===== src/rtl/ahb_bus_matrix_cmd_master_pkg.sv =====
// Shared AHB encodings and FSM state type for the command-to-AHB master.
// Latency: n/a (types, constants and an alignment helper only).
// Backpressure: n/a.
package ahb_bus_matrix_pkg;

    // HTRANS encodings; this master only ever drives IDLE or NONSEQ
    localparam logic [1:0] HTRANS_IDLE   = 2'b00;
    localparam logic [1:0] HTRANS_NONSEQ = 2'b10;

    // HRESP encodings
    localparam logic [1:0] RSP_OKAY  = 2'b00;
    localparam logic [1:0] RSP_ERROR = 2'b01;
    localparam logic [1:0] RSP_RETRY = 2'b10;
    localparam logic [1:0] RSP_SPLIT = 2'b11;

    // HSIZE encodings supported on a 32-bit bus
    localparam logic [2:0] HSIZE_BYTE = 3'b000;
    localparam logic [2:0] HSIZE_HALF = 3'b001;
    localparam logic [2:0] HSIZE_WORD = 3'b010;

    // Fixed transfer attributes: single beat, privileged data access
    localparam logic [2:0] HBURST_SINGLE   = 3'b000;
    localparam logic [3:0] HPROT_DATA_PRIV = 4'b0011;

    typedef enum logic [1:0] {
        ST_IDLE = 2'd0,
        ST_ADDR = 2'd1,
        ST_DATA = 2'd2
    } state_t;

    // A command is legal only if its address is naturally aligned to its size.
    function automatic logic is_aligned(input logic [2:0] size, input logic [1:0] addr_lo);
        case (size)
            HSIZE_BYTE: return 1'b1;
            HSIZE_HALF: return ~addr_lo[0];
            HSIZE_WORD: return (addr_lo == 2'b00);
            default:    return 1'b0;
        endcase
    endfunction

endpackage


===== src/rtl/ahb_bus_matrix_cmd_master_if.sv =====
// Command/response and AHB master signal bundle for ahb_bus_matrix_cmd_master.
// Latency: n/a (wires only).
// Backpressure: cmd_valid/cmd_ready handshake on commands; responses are never stalled.
// Ports: cmd_* (command in), rsp_* (completion out), H* (AHB-Lite master side).
interface ahb_bus_matrix_cmd_master_if #(
    parameter int ADDR_W = 32,
    parameter int DATA_W = 32
);
    // command side
    logic              cmd_valid;
    logic              cmd_ready;
    logic              cmd_write;
    logic [ADDR_W-1:0] cmd_addr;
    logic [2:0]        cmd_size;
    logic [DATA_W-1:0] cmd_wdata;
    // response side
    logic              rsp_valid;
    logic              rsp_error;
    logic [DATA_W-1:0] rsp_rdata;
    logic [7:0]        rsp_waits;
    // AHB bus side
    logic [ADDR_W-1:0] HADDR;
    logic [1:0]        HTRANS;
    logic              HWRITE;
    logic [2:0]        HSIZE;
    logic [2:0]        HBURST;
    logic [3:0]        HPROT;
    logic [DATA_W-1:0] HWDATA;
    logic              HREADY;
    logic [1:0]        HRESP;
    logic [DATA_W-1:0] HRDATA;

    // the master block itself
    modport master (
        input  cmd_valid, cmd_write, cmd_addr, cmd_size, cmd_wdata,
        output cmd_ready,
        output rsp_valid, rsp_error, rsp_rdata, rsp_waits,
        output HADDR, HTRANS, HWRITE, HSIZE, HBURST, HPROT, HWDATA,
        input  HREADY, HRESP, HRDATA
    );

    // whatever sits opposite: command source plus AHB slave
    modport slave (
        output cmd_valid, cmd_write, cmd_addr, cmd_size, cmd_wdata,
        input  cmd_ready,
        input  rsp_valid, rsp_error, rsp_rdata, rsp_waits,
        input  HADDR, HTRANS, HWRITE, HSIZE, HBURST, HPROT, HWDATA,
        output HREADY, HRESP, HRDATA
    );

endinterface


===== src/rtl/ahb_bus_matrix_cmd_master.sv =====
// Turns one command at a time into a single non-pipelined AHB transfer and reports completion.
// Latency: rsp_valid 3 cycles after accept with zero waits (1 cycle for a misaligned reject).
// Backpressure: cmd_ready only in IDLE; slave stalls via HREADY; rsp_valid is never held off.
// Ports: HCLK, HRESETn (async active-low), bus (master modport: cmd_*, rsp_*, AHB H* signals).
module ahb_bus_matrix_cmd_master
    import ahb_bus_matrix_pkg::*;
#(
    parameter int ADDR_W = 32,
    parameter int DATA_W = 32
) (
    input  logic                          HCLK,
    input  logic                          HRESETn,
    ahb_bus_matrix_cmd_master_if.master   bus
);

    state_t              r_state;
    state_t              w_state_nxt;

    logic [ADDR_W-1:0]   r_haddr;
    logic [1:0]          r_htrans;
    logic                r_hwrite;
    logic [2:0]          r_hsize;
    logic [DATA_W-1:0]   r_hwdata;
    logic [DATA_W-1:0]   r_wdata;      // command write data, parked until the data phase
    logic [7:0]          r_wait_cnt;

    logic                r_rsp_valid;
    logic                r_rsp_error;
    logic [DATA_W-1:0]   r_rsp_rdata;
    logic [7:0]          r_rsp_waits;

    logic                w_accept;
    logic                w_aligned;
    logic                w_addr_done;
    logic                w_data_done;

    // ------------------------------------------------------------------
    // Next-state logic
    // ------------------------------------------------------------------
    always_comb begin
        w_state_nxt = r_state;
        w_accept    = 1'b0;
        w_aligned   = is_aligned(bus.cmd_size, bus.cmd_addr[1:0]);
        w_addr_done = 1'b0;
        w_data_done = 1'b0;
        case (r_state)
            ST_IDLE: begin
                w_accept = bus.cmd_valid;
                // misaligned commands are answered from IDLE without touching the bus
                if (bus.cmd_valid && w_aligned) begin
                    w_state_nxt = ST_ADDR;
                end
            end
            ST_ADDR: begin
                // HREADY here belongs to whoever owned the previous data phase;
                // the address is only taken once it is high
                w_addr_done = bus.HREADY;
                if (bus.HREADY) begin
                    w_state_nxt = ST_DATA;
                end
            end
            ST_DATA: begin
                w_data_done = bus.HREADY;
                if (bus.HREADY) begin
                    w_state_nxt = ST_IDLE;
                end
            end
            default: w_state_nxt = ST_IDLE;
        endcase
    end

    always_ff @(posedge HCLK or negedge HRESETn) begin
        if (!HRESETn) begin
            r_state <= ST_IDLE;
        end else begin
            r_state <= w_state_nxt;
        end
    end

    // ------------------------------------------------------------------
    // Registered bus outputs, wait counter and response
    // ------------------------------------------------------------------
    always_ff @(posedge HCLK or negedge HRESETn) begin
        if (!HRESETn) begin
            r_haddr     <= '0;
            r_htrans    <= HTRANS_IDLE;
            r_hwrite    <= 1'b0;
            r_hsize     <= 3'b000;
            r_hwdata    <= '0;
            r_wdata     <= '0;
            r_wait_cnt  <= 8'd0;
            r_rsp_valid <= 1'b0;
            r_rsp_error <= 1'b0;
            r_rsp_rdata <= '0;
            r_rsp_waits <= 8'd0;
        end else begin
            r_rsp_valid <= 1'b0;

            if (w_accept) begin
                r_wait_cnt <= 8'd0;
                if (w_aligned) begin
                    r_haddr  <= bus.cmd_addr;
                    r_hwrite <= bus.cmd_write;
                    r_hsize  <= bus.cmd_size;
                    r_wdata  <= bus.cmd_wdata;
                    r_htrans <= HTRANS_NONSEQ;
                end else begin
                    r_rsp_valid <= 1'b1;
                    r_rsp_error <= 1'b1;
                    r_rsp_rdata <= '0;
                    r_rsp_waits <= 8'd0;
                end
            end

            if (w_addr_done) begin
                r_htrans <= HTRANS_IDLE;
                r_hwdata <= r_hwrite ? r_wdata : '0;
            end

            if (r_state == ST_DATA && !bus.HREADY && r_wait_cnt != 8'hFF) begin
                r_wait_cnt <= r_wait_cnt + 8'd1;
            end

            if (w_data_done) begin
                r_hwdata    <= '0;
                r_rsp_valid <= 1'b1;
                // RETRY and SPLIT are not re-issued; they surface as errors
                r_rsp_error <= (bus.HRESP != RSP_OKAY);
                r_rsp_rdata <= r_hwrite ? '0 : bus.HRDATA;
                r_rsp_waits <= r_wait_cnt;
            end
        end
    end

    assign bus.cmd_ready = (r_state == ST_IDLE);
    assign bus.HADDR     = r_haddr;
    assign bus.HTRANS    = r_htrans;
    assign bus.HWRITE    = r_hwrite;
    assign bus.HSIZE     = r_hsize;
    assign bus.HBURST    = HBURST_SINGLE;
    assign bus.HPROT     = HPROT_DATA_PRIV;
    assign bus.HWDATA    = r_hwdata;
    assign bus.rsp_valid = r_rsp_valid;
    assign bus.rsp_error = r_rsp_error;
    assign bus.rsp_rdata = r_rsp_rdata;
    assign bus.rsp_waits = r_rsp_waits;

endmodule


===== src/flat_wrapper.sv =====
// flat-port wrapper written by rule: the top's interface ports become plain ports
module ahb_bus_matrix_cmd_master_flat import ahb_bus_matrix_pkg::*;
#(
    parameter int ADDR_W = 32,
    parameter int DATA_W = 32
)
  (HCLK, HRESETn, bus_cmd_valid, bus_cmd_write, bus_cmd_addr, bus_cmd_size, bus_cmd_wdata, bus_cmd_ready, bus_rsp_valid, bus_rsp_error, bus_rsp_rdata, bus_rsp_waits, bus_HADDR, bus_HTRANS, bus_HWRITE, bus_HSIZE, bus_HBURST, bus_HPROT, bus_HWDATA, bus_HREADY, bus_HRESP, bus_HRDATA);
  ahb_bus_matrix_cmd_master_if #(.ADDR_W(ADDR_W), .DATA_W(DATA_W)) bus_i ();
  input  logic HCLK;
  input  logic HRESETn;
  input wire logic [$bits(bus_i.cmd_valid)-1:0] bus_cmd_valid;
  input wire logic [$bits(bus_i.cmd_write)-1:0] bus_cmd_write;
  input wire logic [$bits(bus_i.cmd_addr)-1:0] bus_cmd_addr;
  input wire logic [$bits(bus_i.cmd_size)-1:0] bus_cmd_size;
  input wire logic [$bits(bus_i.cmd_wdata)-1:0] bus_cmd_wdata;
  output wire logic [$bits(bus_i.cmd_ready)-1:0] bus_cmd_ready;
  output wire logic [$bits(bus_i.rsp_valid)-1:0] bus_rsp_valid;
  output wire logic [$bits(bus_i.rsp_error)-1:0] bus_rsp_error;
  output wire logic [$bits(bus_i.rsp_rdata)-1:0] bus_rsp_rdata;
  output wire logic [$bits(bus_i.rsp_waits)-1:0] bus_rsp_waits;
  output wire logic [$bits(bus_i.HADDR)-1:0] bus_HADDR;
  output wire logic [$bits(bus_i.HTRANS)-1:0] bus_HTRANS;
  output wire logic [$bits(bus_i.HWRITE)-1:0] bus_HWRITE;
  output wire logic [$bits(bus_i.HSIZE)-1:0] bus_HSIZE;
  output wire logic [$bits(bus_i.HBURST)-1:0] bus_HBURST;
  output wire logic [$bits(bus_i.HPROT)-1:0] bus_HPROT;
  output wire logic [$bits(bus_i.HWDATA)-1:0] bus_HWDATA;
  input wire logic [$bits(bus_i.HREADY)-1:0] bus_HREADY;
  input wire logic [$bits(bus_i.HRESP)-1:0] bus_HRESP;
  input wire logic [$bits(bus_i.HRDATA)-1:0] bus_HRDATA;
  assign bus_i.cmd_valid = bus_cmd_valid;
  assign bus_i.cmd_write = bus_cmd_write;
  assign bus_i.cmd_addr = bus_cmd_addr;
  assign bus_i.cmd_size = bus_cmd_size;
  assign bus_i.cmd_wdata = bus_cmd_wdata;
  assign bus_cmd_ready = bus_i.cmd_ready;
  assign bus_rsp_valid = bus_i.rsp_valid;
  assign bus_rsp_error = bus_i.rsp_error;
  assign bus_rsp_rdata = bus_i.rsp_rdata;
  assign bus_rsp_waits = bus_i.rsp_waits;
  assign bus_HADDR = bus_i.HADDR;
  assign bus_HTRANS = bus_i.HTRANS;
  assign bus_HWRITE = bus_i.HWRITE;
  assign bus_HSIZE = bus_i.HSIZE;
  assign bus_HBURST = bus_i.HBURST;
  assign bus_HPROT = bus_i.HPROT;
  assign bus_HWDATA = bus_i.HWDATA;
  assign bus_i.HREADY = bus_HREADY;
  assign bus_i.HRESP = bus_HRESP;
  assign bus_i.HRDATA = bus_HRDATA;
  ahb_bus_matrix_cmd_master #(.ADDR_W(ADDR_W), .DATA_W(DATA_W)) u_core (.HCLK(HCLK), .HRESETn(HRESETn), .bus(bus_i));
endmodule

===== config.mk =====
export PLATFORM = sky130hd
export DESIGN_NAME = ahb_bus_matrix_cmd_master_flat
export DESIGN_NICKNAME = d
export VERILOG_FILES = /design/src/rtl/ahb_bus_matrix_cmd_master_pkg.sv /design/src/rtl/ahb_bus_matrix_cmd_master_if.sv /design/src/rtl/ahb_bus_matrix_cmd_master.sv /design/src/flat_wrapper.sv
export SDC_FILE = /design/constraint.sdc
export NUM_CORES = 1
export LEC_CHECK = 0
export ABC_AREA = 1
export ABC_CLOCK_PERIOD_IN_PS = 1170
export CELL_PAD_IN_SITES_DETAIL_PLACEMENT = 1
export CELL_PAD_IN_SITES_GLOBAL_PLACEMENT = 1
export CORE_ASPECT_RATIO = 1.1
export CORE_MARGIN = 2
export CORE_UTILIZATION = 31
export CTS_BUF_LIST = sky130_fd_sc_hd__clkbuf_2 sky130_fd_sc_hd__clkbuf_4 sky130_fd_sc_hd__clkbuf_8
export DETAILED_ROUTE_END_ITERATION = 7
export PLACE_DENSITY = 0.83
export SLEW_MARGIN = 5
export SYNTH_ARGS = -nofsm -noshare
export SYNTH_HDL_FRONTEND = slang
export SYNTH_SLANG_ARGS = --single-unit

===== constraint.sdc =====
create_clock -name HCLK -period 1.17 [get_ports HCLK]
set_input_delay 0.351 -clock HCLK [delete_from_list [all_inputs] [get_ports HCLK]]
set_output_delay 0.351 -clock HCLK [all_outputs]
set_load 0.05 [all_outputs]

==> run metrics <==
Num Clock Sinks 153; Hold Fails Final Rpt 0; GRT Residual Overflow 0; Inserted Clock Buffers 17; drt initial violations 257; #FFs+latches synth 153; fill count 2,147; num rows 56; Ys Warns 0; Worst Skew 0.0264 ns; number of H-tree levels 4; post-synthesis mux area share 0%; crit path time final 1.63 ns; Final GP Congestion 0.796; vias in the first global route 6,729; area of the mapped netlist 6640 um^2; die width 144 um; Syn Area/Cell 9.32 um^2; root buf cell clkbuf_8; most frequent cells in the layout buf_12 (138), dfrtp_1 (130), nand2_1 (122), buf_4 (118), clkdlybuf4s50_1 (104); synthesized instance count 712; global-route wire length before repair 36,000 um; final setup fails 265; CP delay by family, top simple AND/OR/NAND/NOR gates; final wirelength 28,600 um; layout cells sized above 1 52.6%; run status finished with violations; worst skew pair latency 0.46 ns; min-delay worst type input port to asynchronous set/reset pin; final net count 1,190; CP endpoint kind register; most used routing layer met2; GRT met3 Usage 5.32%; MaxCap Viol Count 0; Layout area overhead 96.2%; Clock Path Buffers 2; die area 22,600 um^2; commonest non-fill, non-tap cell in the layout buf_12; antenna violations before repair 2; core area 21,200 um^2; pwr dens 1700 nW/um^2; CP peak stage delay 0.44 ns; total track usage 20.7%; CTS tree yes; Buf+Inv Stages, Crit Path 4; most frequent CP cell nand2_8; largest net degree at the start of global routing 31; I/O Buffers 217; Antenna Nets Post-Route 0; Clock Pin Slew Worst Setup and Hold Paths 0.10 ns; met1 Track Usage GR 23.8%; Lkg Pwr 6.58 nW; Tcrit/Tclk final 139%; worst slack at placement -0.711 ns; GR Layer Usage met2 37.6%; Residual DRC 0; vias per cell 4.62; Setup crit start kind register; CP max stage cell dfrtp_1; via count 6,412; TritonRoute pass-1 iters 4; violated checks negative setup slack; post-synthesis cell type count 26; Core Util, Final 61.6%; CP required 1.50 ns; Simple-Gate Fraction of Synth Area 22.5%; Ports 226; Synth Area in Adders 0.189%; max-slew violation total from the final report 0; largest family of logic cells by synthesized area simple AND/OR/NAND/NOR gates; CP Class register to register; xor/xnor cell area share of the yosys netlist 0%; Max FO, Critical Path 8; initial core utilization 31.4%; Compound-Gate Fraction of Synth Area 9.27%; fin worst setup slack -0.459 ns; maximum clock rate 614 MHz; Avg WL per Cell 20.6 um; crit-path cells buf_6, inv_4, nor2_4, nand2_4, buf_12, nand2_8, nand2_8, buf_16, nand2_2, nand2_1; Die Height 157 um; sequential share of the synthesized area 57.7%; RSZ-0062 raised after global routing true; DP HPWL 15,500 um; data arrival time of the critical path 1.96 ns; peak supply drop 0.830 mV
## area by class of cell
cell class,instances,area (um^2),share of cell area [%]
antenna,1,2.50,0.0192
tap,290,363,2.79
sequential,153,3860,29.6
clock inverter,12,140,1.08
multi-input combinational,434,2810,21.5
inverter,85,342,2.62
timing repair buffer,392,5250,40.3
clock buffer,20,269,2.07
## worst paths after layout
path | startpoint | to | slack (ns) | cells after the start
worst max-delay path | u_core.r_state[1] | u_core.bus.rsp_rdata[29] | -0.46 | 10
worst max register to register | u_core.r_state[1] | u_core.bus.rsp_rdata[29] | -0.46 | 10
worst min register to register | u_core.r_wdata[7] | u_core.r_wdata[7] | 0.49 | 2
worst min-delay path | HRESETn | u_core.bus.rsp_rdata[29] | 0.35 | 2
min in group HCLK | bus_cmd_addr[8] | u_core.bus.HADDR[8] | 0.45 | 3
max in group asynchronous | HRESETn | u_core.bus.rsp_rdata[8] | 0.25 | 3
## cells by family after synthesis
| group | after synthesis |
|---|---|
| AOI/OAI and AO/OA | 72 |
| adders and majority gates | 1 |
| buffers and inverters | 131 |
| DFF | 153 |
| other | 2 |
| and+or+nand+nor | 353 |
## through the flow
step | power, W | TNS, ns | cells | area, um^2 | hold slack, ns
final | 0.0221 | -76.66 | 1387 | 13000 | 0.348
after global routing | 0.0230 | -89.72 | 1387 | 13000 | 0.349
after CTS | 0.0210 | -69.60 | 1326 | 11800 | 0.335
after detailed placement | 0.0161 | -89.22 | 1241 | 10800 | 0.254
after global placement | 0.0158 | -85.35 | 1241 | 10800 | 0.254
after floorplan | 0.0113 | -37.52 | 718 | 6750 | 0.0554
## cells in the mapped netlist
master / instances / share of area, %
a21oi_2: 1 / 0.13
buf_1: 1 / 0.056
buf_2: 8 / 0.60
buf_4: 11 / 1.2
buf_6: 18 / 3.1
clkbuf_1: 8 / 0.45
clkinv_1: 2 / 0.11
conb_1: 2 / 0.11
dfrtp_1: 153 / 58
ha_1: 1 / 0.19
inv_1: 81 / 4.6
inv_2: 2 / 0.11
nand2_1: 253 / 14
nand2_2: 3 / 0.28
nand2_4: 1 / 0.17
nand3_1: 80 / 6.0
nand3_2: 1 / 0.15
nand3b_4: 1 / 0.30
nand4_1: 3 / 0.28
nor2_1: 5 / 0.28
nor2_2: 2 / 0.19
nor2_4: 2 / 0.34
o21ai_0: 3 / 0.23
o21ai_1: 1 / 0.075
o21ai_2: 67 / 8.8
or2_2: 2 / 0.19
## report_power, final
group / leakage [nW] / total, W / switching (W) / internal, W
sequential: 1.98 / 0.00751 / 0.00116 / 0.00635
clock: 0.200 / 0.00432 / 0.00226 / 0.00206
combinational: 4.40 / 0.0103 / 0.00519 / 0.00508
total: 6.58 / 0.0221 / 0.00861 / 0.0135
## routing by layer
layer | vias up | routed length (um) | share of wire [%]
li1 | 2931 | - | -
met1 | 3209 | 10200 | 36
met2 | 213 | 15800 | 55
met3 | 57 | 1600 | 5.6
met4 | 2 | 937 | 3.3
met5 | - | 13 | 0.046
## state kept, by name (all words and copies together) (netlist names)
signal,count
u_core.bus.HADDR,32
u_core.bus.HSIZE,3
u_core.bus.HTRANS,1
u_core.bus.HWDATA,32
u_core.bus.HWRITE,1
u_core.bus.rsp_error,1
u_core.bus.rsp_rdata,32
u_core.bus.rsp_valid,1
u_core.bus.rsp_waits,8
u_core.r_state,2
u_core.r_wait_cnt,8
u_core.r_wdata,32
## timing repair
item,in CTS,in global routing
hold buffers,1,0
endpoints found under the setup margin,264,265
hold endpoints to repair,17,0
gates resized for setup,41,206
setup buffers,47,57
pin swaps,4,36
cloned,6,10
(Power assumes the default switching activity.)
